--- config.mk ---
export PLATFORM = sky130hd
export DESIGN_NAME = store_buffer
export DESIGN_NICKNAME = d
export VERILOG_FILES = /design/src/rtl/store_buffer_pkg.sv /design/src/rtl/sb_fwd_match.sv /design/src/rtl/store_buffer.sv
export SDC_FILE = /design/constraint.sdc
export NUM_CORES = 1
export LEC_CHECK = 0
export ABC_AREA = 1
export BUFFER_PORTS_ARGS = -buffer_cell sky130_fd_sc_hd__buf_2
export CAP_MARGIN = 20
export CELL_PAD_IN_SITES_DETAIL_PLACEMENT = 0
export CELL_PAD_IN_SITES_GLOBAL_PLACEMENT = 2
export CORE_MARGIN = 10
export CORE_UTILIZATION = 30
export CTS_CLUSTER_SIZE = 8
export DETAILED_ROUTE_END_ITERATION = 16
export HOLD_SLACK_MARGIN = 0.1
export PLACE_DENSITY_LB_ADDON = 0.1
export SLEW_MARGIN = 20
export SYNTH_ARGS = -nofsm -noshare
export SYNTH_HDL_FRONTEND = slang
export SYNTH_SLANG_ARGS = --single-unit
export TNS_END_PERCENT = 30
--- constraint.sdc ---
create_clock -name clk -period 7.8 [get_ports clk]
set_input_delay 0.39 -clock clk [delete_from_list [all_inputs] [get_ports clk]]
set_output_delay 0.39 -clock clk [all_outputs]
set_load 0.05 [all_outputs]
--- src/rtl/store_buffer_pkg.sv ---
// store_buffer_pkg: shared entry layout, drain FSM states and word-compare boundary for store_buffer.
package store_buffer_pkg;
    localparam int SB_AW = 32;
    localparam int SB_DW = 32;
    localparam int SB_WORD_LSB = 2;
    typedef struct packed {
        logic [SB_AW-1:0] addr;
        logic [SB_DW-1:0] data;
    } sb_entry_t;
    typedef enum logic {SB_IDLE, SB_REQ} sb_state_e;
endpackage

--- src/rtl/sb_fwd_match.sv ---
// sb_fwd_match: load-to-store forwarding, youngest matching valid entry wins.
module sb_fwd_match
    import store_buffer_pkg::*;
#(
    parameter int DEPTH = 4,
    parameter int AW = SB_AW,
    parameter int DW = SB_DW
) (
    input  sb_entry_t                    entries_i [DEPTH],
    input  logic [DEPTH-1:0]             valid_i,
    input  logic [$clog2(DEPTH)-1:0]     tail_i,
    input  logic [AW-1:0]                ld_addr_i,
    output logic                         ld_hit_o,
    output logic [DW-1:0]                ld_data_o
);
    localparam int PW = $clog2(DEPTH);
    logic [PW-1:0] idx;
    logic unused_lsb;
    // Walk oldest to youngest so the last match (closest to tail) sticks.
    always_comb begin
        ld_hit_o = 1'b0;
        ld_data_o = '0;
        idx = '0;
        unused_lsb = ^ld_addr_i[SB_WORD_LSB-1:0];
        for (int k = DEPTH - 1; k >= 0; k--) begin
            idx = tail_i - PW'(k + 1);
            unused_lsb = unused_lsb ^ (^entries_i[idx].addr[SB_WORD_LSB-1:0]);
            if (valid_i[idx] && entries_i[idx].addr[AW-1:SB_WORD_LSB] == ld_addr_i[AW-1:SB_WORD_LSB]) begin
                ld_hit_o = 1'b1;
                ld_data_o = entries_i[idx].data;
            end
        end
    end
endmodule

--- src/rtl/store_buffer.sv ---
// store_buffer: posted-write FIFO between core and slow memory with load forwarding.
// Define STORE_BUFFER_MERGE_EN to coalesce a store into the youngest entry on a word-address match.
module store_buffer
    import store_buffer_pkg::*;
#(
    parameter int DEPTH = 4,
    parameter int AW = SB_AW,
    parameter int DW = SB_DW
) (
    input  logic          clk,
    input  logic          reset,
    input  logic          st_valid,
    input  logic [AW-1:0] st_addr,
    input  logic [DW-1:0] st_data,
    output logic          full,
    output logic          empty,
    output logic          overflow,
    input  logic [AW-1:0] ld_addr,
    output logic          ld_hit,
    output logic [DW-1:0] ld_data,
    output logic          mem_req,
    output logic [AW-1:0] mem_addr,
    output logic [DW-1:0] mem_wdata,
    input  logic          mem_ack
);
    localparam int PW = $clog2(DEPTH);
    localparam int CW = PW + 1;

    sb_entry_t        entries_q [DEPTH];
    sb_state_e        state_q;
    logic [PW-1:0]    head_q, tail_q;
    logic [CW-1:0]    count_q, count_d;
    logic             full_q, empty_q, overflow_q, mem_req_q;
    logic [DEPTH-1:0] valid;
    logic             merge, push, pop;

    always_comb begin
        for (int i = 0; i < DEPTH; i++) valid[i] = {1'b0, PW'(i) - head_q} < count_q;
    end

`ifdef STORE_BUFFER_MERGE_EN
    logic [PW-1:0] young;
    assign young = tail_q - PW'(1);
    // The youngest entry is the head only when count is 1; never touch it while it is being drained.
    assign merge = st_valid && count_q != '0 && !(state_q == SB_REQ && count_q == CW'(1)) &&
                   entries_q[young].addr[AW-1:SB_WORD_LSB] == st_addr[AW-1:SB_WORD_LSB];
`else
    assign merge = 1'b0;
`endif

    assign push = st_valid && !merge && !full_q;
    assign pop = state_q == SB_REQ && mem_ack;
    assign count_d = count_q + CW'(push) - CW'(pop);

    always_ff @(posedge clk or posedge reset) begin
        if (reset) begin
            for (int i = 0; i < DEPTH; i++) entries_q[i] <= '0;
            state_q <= SB_IDLE;
            head_q <= '0;
            tail_q <= '0;
            count_q <= '0;
            full_q <= 1'b0;
            empty_q <= 1'b1;
            overflow_q <= 1'b0;
            mem_req_q <= 1'b0;
        end else begin
            if (push) entries_q[tail_q] <= '{addr: st_addr, data: st_data};
`ifdef STORE_BUFFER_MERGE_EN
            if (merge) entries_q[young].data <= st_data;
`endif
            if (push) tail_q <= tail_q + PW'(1);
            if (pop) head_q <= head_q + PW'(1);
            count_q <= count_d;
            full_q <= count_d == CW'(DEPTH);
            empty_q <= count_d == '0;
            if (st_valid && !merge && full_q) overflow_q <= 1'b1;
            if (state_q == SB_IDLE) begin
                if (count_q != '0) begin
                    state_q <= SB_REQ;
                    mem_req_q <= 1'b1;
                end
            end else if (mem_ack) begin
                state_q <= SB_IDLE;
                mem_req_q <= 1'b0;
            end
        end
    end

    sb_fwd_match #(.DEPTH(DEPTH), .AW(AW), .DW(DW)) u_fwd (
        .entries_i (entries_q),
        .valid_i   (valid),
        .tail_i    (tail_q),
        .ld_addr_i (ld_addr),
        .ld_hit_o  (ld_hit),
        .ld_data_o (ld_data)
    );

    assign full = full_q;
    assign empty = empty_q;
    assign overflow = overflow_q;
    assign mem_req = mem_req_q;
    assign mem_addr = entries_q[head_q].addr;
    assign mem_wdata = entries_q[head_q].data;
endmodule

# Word level (Yosys, flattened, before mapping)
# Cells that the tools add are included.
[totals]
input_bits = 100
reg_bits = 268
output_inout_bits = 101
[op_classes]
eq_ne = 6
n_bitwise = 5
addsub = 11
n_reduce_logical = 13
muxes = 40
n_lt_le_gt_ge = 14
[op_table]
columns = ["operator", "count"]
rows = [
  ["$mux W64", 11],
  ["$bmux W64 S2", 5],
  ["$bwmux W256", 1],
  ["$demux W64 S2", 1],
  ["$mux W32", 4],
  ["$eq A30 B30 Y1", 4],
  ["$ge A3 B3 Y1 const B", 5],
  ["$not A2 Y3", 5],
  ["$mux W1", 14],
  ["$lt A2 B3 Y1", 4],
  ["$lt A2 B3 Y1 const B", 4],
  ["$bmux W1 S2", 4],
  ["$logic_and A1 B1 Y1", 8],
  ["$add A2 B1 Y2 const B", 2],
  ["$sub A1 B2 Y2 const A", 2],
  ["$sub A2 B2 Y2 const A", 2],
  ["$sub A2 B2 Y2 const B", 2],
  ["$add A3 B1 Y3", 1],
  ["$eq A3 B3 Y1 const B", 1],
  ["$logic_not A3 Y1", 1],
  ["$lt A3 B1 Y1 const B", 1],
  ["$reduce_bool A3 Y1", 1],
  ["$sub A3 B1 Y3", 1],
  ["$ne A2 B2 Y1 const B", 1],
  ["4 further kinds", 4],
]

# Longest topological paths before layout
[logic_depth]
depth_word = 10
depth_mapped = 25
ltp_nobuf = 22

# Modules after synthesis
# Synthesis repeated with hierarchy kept, for this count alone.
[unflattened]
cells_unflattened = 3557
area_unflattened_um2 = 21255.4
[modules_own_cells]
columns = ["module", "area_each_um2", "cells_each", "instances", "seq_area_each_um2"]
rows = [
  ["store_buffer", 11347.1, 1322, 1, 6707.7],
  ["sb_fwd_match", 9908.3, 2235, 1, 0.0],
]

# Worst setup path after synthesis
# No wires, ideal clock.
[synth_timing]
path_type = "reg-to-output"
from = "register tail_q[1]"
to = "output ld_data[0]"
stages_incl_launch_ff = 23
arrival_ns = 3.873
path_buffers = 8
slack_ns = 3.537
cell_sequence = "dfrtp_1 -> buf_2 -> inv_2 -> buf_4 -> buf_2 -> buf_1 -> clkbuf_1 -> ha_1 -> inv_1 -> buf_4 -> clkbuf_1 -> nand3_1 -> nand2_1 -> xor2_1 -> nor2_1 -> nand3b_1 -> nor2_2 -> buf_2 -> nand3_1 -> nand2_1 -> inv_1 -> nand2_1 -> a21oi_1"
[synth_between]
elab_chain_cells = 10
[synth_lines]
columns = ["element", "line", "source"]
rows = [
  ["start, declared", "store_buffer.sv:31", "logic [PW-1:0] head_q, tail_q;"],
  ["start signal, assigned", "store_buffer.sv:71", "if (push) tail_q <= tail_q + PW'(1);"],
  ["$sub A2 B2 Y2 / $not A2 Y3 (equally long branches)", "--", ""],
  ["$not A2 Y3 / $bmux W64 S2 (equally long branches)", "--", ""],
  ["$bmux W64 S2 / $mux W64 (equally long branches)", "--", ""],
  ["$mux W64 (implied by the code)", "sb_fwd_match.sv:28", "if (valid_i[idx] && entries_i[idx].addr[AW-1:SB_WORD_LSB] == ld_addr_i[AW-1:SB_WORD_LSB]) begin"],
  ["$mux W64 (implied by the code) / $eq A30 B30 Y1 (equally long branches)", "sb_fwd_match.sv:30, sb_fwd_match.sv:28", ""],
  ["$eq A30 B30 Y1 / $logic_and A1 B1 Y1 (equally long branches)", "sb_fwd_match.sv:28", ""],
  ["$logic_and A1 B1 Y1 / $mux W32 (equally long branches)", "sb_fwd_match.sv:28", ""],
  ["$mux W32 (2 in a row)", "sb_fwd_match.sv:28", ""],
  ["$mux W32 *", "sb_fwd_match.sv:28", ""],
  ["end, declared", "store_buffer.sv:20", "output logic [DW-1:0] ld_data,"],
]
# Mark *: on every way between the ends. The rest lies on a longest branch, timed or not. The select of a mux whose other input is x is not followed.

# Worst setup path in the final report
[layout_timing]
from = "register tail_q[1]"
to = "output ld_data[29]"
# Same word-level chain as after synthesis.

==> summary.md <==
| Metric | Value |
|---|---|
| Status | `finished clean` |
| Hold Vio Cnt, Final | `0` |
| Cell area after synthesis | `20900 um^2` |
| Syn Nets | `3417` |
| Global-route wire length before repair | `between 100000 and 150000 um` |
| R2r startpoint | `tail_q[1]` |
| Relative slew slack | `22.7%` |
| Hold_sp | `st_addr[8]` |
| Final worst slack | `1.64 ns` |
| Clock skew | `just over 0.008 ns` |
| Num CTS Buffers | `41` |
| Reg2reg setup slack | `4.18 ns` |
| Post-Syn Area per Cell | `6.32 um^2` |
| Vias in the first global route | `21000` |
| Post-route DRC | `0` |
| Req. time, crit path | `7.41 ns` |
| Tmin final | `6.16 ns` |
| Max cap viols | `0` |
| CP Class | `register to output pin` |
| Critical Path AT | `5.77 ns` |
| Crit-path leading delay family | `buffers and inverters` |
| Die ar. | `80600 um^2` |
| Crit. End Element | `output pin` |
| Yosys cell types | `41` |
| IO Pins | `201` |
| Final Max Tran Viols | `0` |
| Total number of H-tree levels | `2` |
| Total GRT Usage | `between 20 and 25%` |
| Post-Syn Instances | `around 3300` |
| Worst hold slack | `around 0.13 ns` |
| Post-synth EDFFs | `0` |
| Post-place setup slack | `2.14 ns` |
| Ranking of synthesized cells by area | `dfrtp_1, nand2_1, o21ai_0` |
| CP bufs+invs | `5` |
| GPL Wtd Cong | `0.813` |
| Clk slew on worst S/H paths | `0.06 ns` |
| Via count | `between 20000 and 25000` |
| Synthesis-stage register bit count | `268` |
| Worst-Skew Late Latency | `0.57 ns` |
| CTS tree | `built` |
| Wire length per cell | `between 15 and 20 um` |
| Vias per cell | `5.06` |
| Placed cell areas | `22200 um^2` |
| Part of the Yosys area used for sequential elements | `32.1%` |
| Layout cells sized above 1 | `10.1%` |
| Detailed Place HPWL | `between 50000 and 60000 um` |
| Switching share of power | `57.4%` |
| Fill count | `about 7600` |
| Post-route insts no fill | `4301` |
| Logic pwr share | `a little under two thirds` |
| CTS Buffer Depth | `3` |
| CP max FO | `112` |
| Flop pwr share | `22.4%` |
| Clock root buffer | `clkbuf_16` |
| CP Launch Point | `tail_q[1]` |
| Post-route ant nets | `0` |
| Cells on worst reg2reg path | `5` |
| Post-CTS Hold Buffers | `4` |
| Final Cell Area | `23500 um^2` |
| P per Cell Area | `between 500 and 600 nW/um^2` |
| Async SR Flop Fraction | `100%` |
| RSZ-0062 raised after global routing | `no` |
| DRT Wirelength | `84000 um` |
| Post-CTS setup buffers | `0` |
| Post-CTS Resized | `0` |
| Area growth, synth to finish | `12.5%` |
| Switch Pwr | `7.15 mW` |
| Final Cycle Share | `79.0%` |
| Ys flop type | `dfrtp_1` |
| CP dominant cell by count | `nand2_1` |
| Die W | `284 um` |
| CP Depth | `16` |
| Worst setup SP type | `register` |
| Top post-synthesis cells by count | `nand2_1, o21ai_0, nand3_1` |
| Worst hold path type | `input port to register` |
| Synthesis warning total | `0` |
| Initial antenna violation count | `5` |
| Clock power share | `13.9%` |
| Synth top area share | `32.0%` |
| WHS Path Cells | `3` |
| Leak | `about 12 nW` |
| Setup TNS | `0 ns` |
| Core box area | `68800 um^2` |
| Die H | `284 um` |
| Fmax | `162 MHz` |
| Total gr overflow | `0` |
| Largest stage delay on the critical path | `about 0.77 ns` |
| Internal power | `~5.3 mW` |
| Final setup viols | `0` |
| Pre-antenna DRT Iters | `6` |
| Initial Util | `between 30% and 40%` |
| DR iter-0 viols | `between 1500 and 2000` |
| Post-synth top area cell | `dfrtp_1` |
| Worst-path cell chain | `inv_4, ha_2, inv_6, nand3_1, nand2_1, xor2_1, nand3_1, nor2_1, nand2_1, nor2_1, nand3_2, buf_4, nand2_1, inv_1, a21oi_2, buf_2` |
| PortBufs | `198` |
| Pin count of the biggest net entering global routing | `113` |
| Count leader, synth | `nand2_1` |
| Peak VDD IR | `0.319 mV` |
| Row count | `96` |
| Cell count after placement | `about 4200` |
| Worst Tran Pin Value | `around 1.2 ns` |
| Clock Sinks | `between 200 and 300` |
| Slowest library cell on the worst path | `dfrtp_4` |
| Nets | `3461` |
[registers in the layout, summed over array words and instances, names as in the netlist]
signal	count
empty	1
full	1
count_q	3
entries_q	256
mem_req	1
tail_q	2
state_q	1
head_q	2
overflow	1
[tightest hold or removal path, cell delays in order]
cell     delay [ns]
buf_2          0.08
inv_1          0.05
o21ai_0        0.15
[layout make-up]
type                       count  area (um^2)  share of cell area (%)
sequential                   268         6720                    28.6
antenna                        3         7.51                  0.0320
clock inverter                 2         13.8                  0.0586
tap                          931         1160                    4.96
timing repair buffer         235         1280                    5.44
multi-input combinational   2527        12100                    51.4
inverter                     277         1060                    4.50
clock buffer                  58         1180                    5.03
[per-layer routing]
layer  wire (um)  vias to the layer above  track usage (%)
met4        1680                        2             4.67
met3        4080                       97             2.95
li1            -                    10900                -
met2       38900                      532             34.1
met5          12                        -                0
met1       39300                    10200             27.1
[per-stage QoR]
stage,power (mW),util [%]
6_report,12.4,34.1
4_1_cts,12.6,34.1
2_1_floorplan,8.61,-
3_5_place_dp,10.8,32.3
3_3_place_gp,10.7,32.3
5_1_grt,13.7,34.1
[power by group through the flow]
stage               logic, mW  clock network (mW)  registers (mW)
floorplan                6.12                   0            2.49
global placement         7.90                   0            2.78
detailed placement       7.97                   0            2.79
CTS                      8.00                1.78            2.78
global route             8.99                1.82            2.90
finish                   7.93                1.73            2.79
[path summary, 6_finish.rpt]
check,end
setup reg to reg,entries_q[204]
setup / recovery,ld_data[29]
hold reg to reg,overflow
max in group asynchronous,entries_q[70]
min in group asynchronous,entries_q[164]
hold / removal,entries_q[104]
[placed cells by master (no fill, tap or decap), drive strengths merged]
master       netlist  final
nand2           1154   1154
o21ai            508    508
nand3            494    494
inv              276    278
dfrtp            267    267
buf              112    231
nor2              91     91
a22oi             64     64
clkbuf           122     58
xor2              47     47
o211ai            46     46
a21oi             39     39
mux2i             34     34
nand4             18     18
ha                10     10
and2               5      5
dlygate4sd3        0      4
or2                4      4
diode              0      3
nor3               2      2
o221ai             2      2
nand3b             1      1
and3               1      1
a31oi              1      1
xnor2              1      1
nor3b              1      1
o31ai              1      1
a21o               1      1
o22ai              1      1
fa                 1      1
clkinv             1      1
dfstp              1      1
[logic make-up (layout without fill, tap and decap cells)]
logic type | after synthesis | in the layout | share of synthesized area, %
multiplexers | 34 | 34 | 1.63
adder cells (fa/ha/maj) | 11 | 11 | 0.695
buffers and inverters | 511 | 572 | 10.4
AO/OA/AOI/OAI | 663 | 663 | 17.8
XOR/XNOR | 48 | 48 | 2.01
flip-flops | 268 | 268 | 32.1
AND/OR/NAND/NOR | 1771 | 1771 | 35.3
other | 0 | 3 | 0
Power figures use the tool's default switching activity.
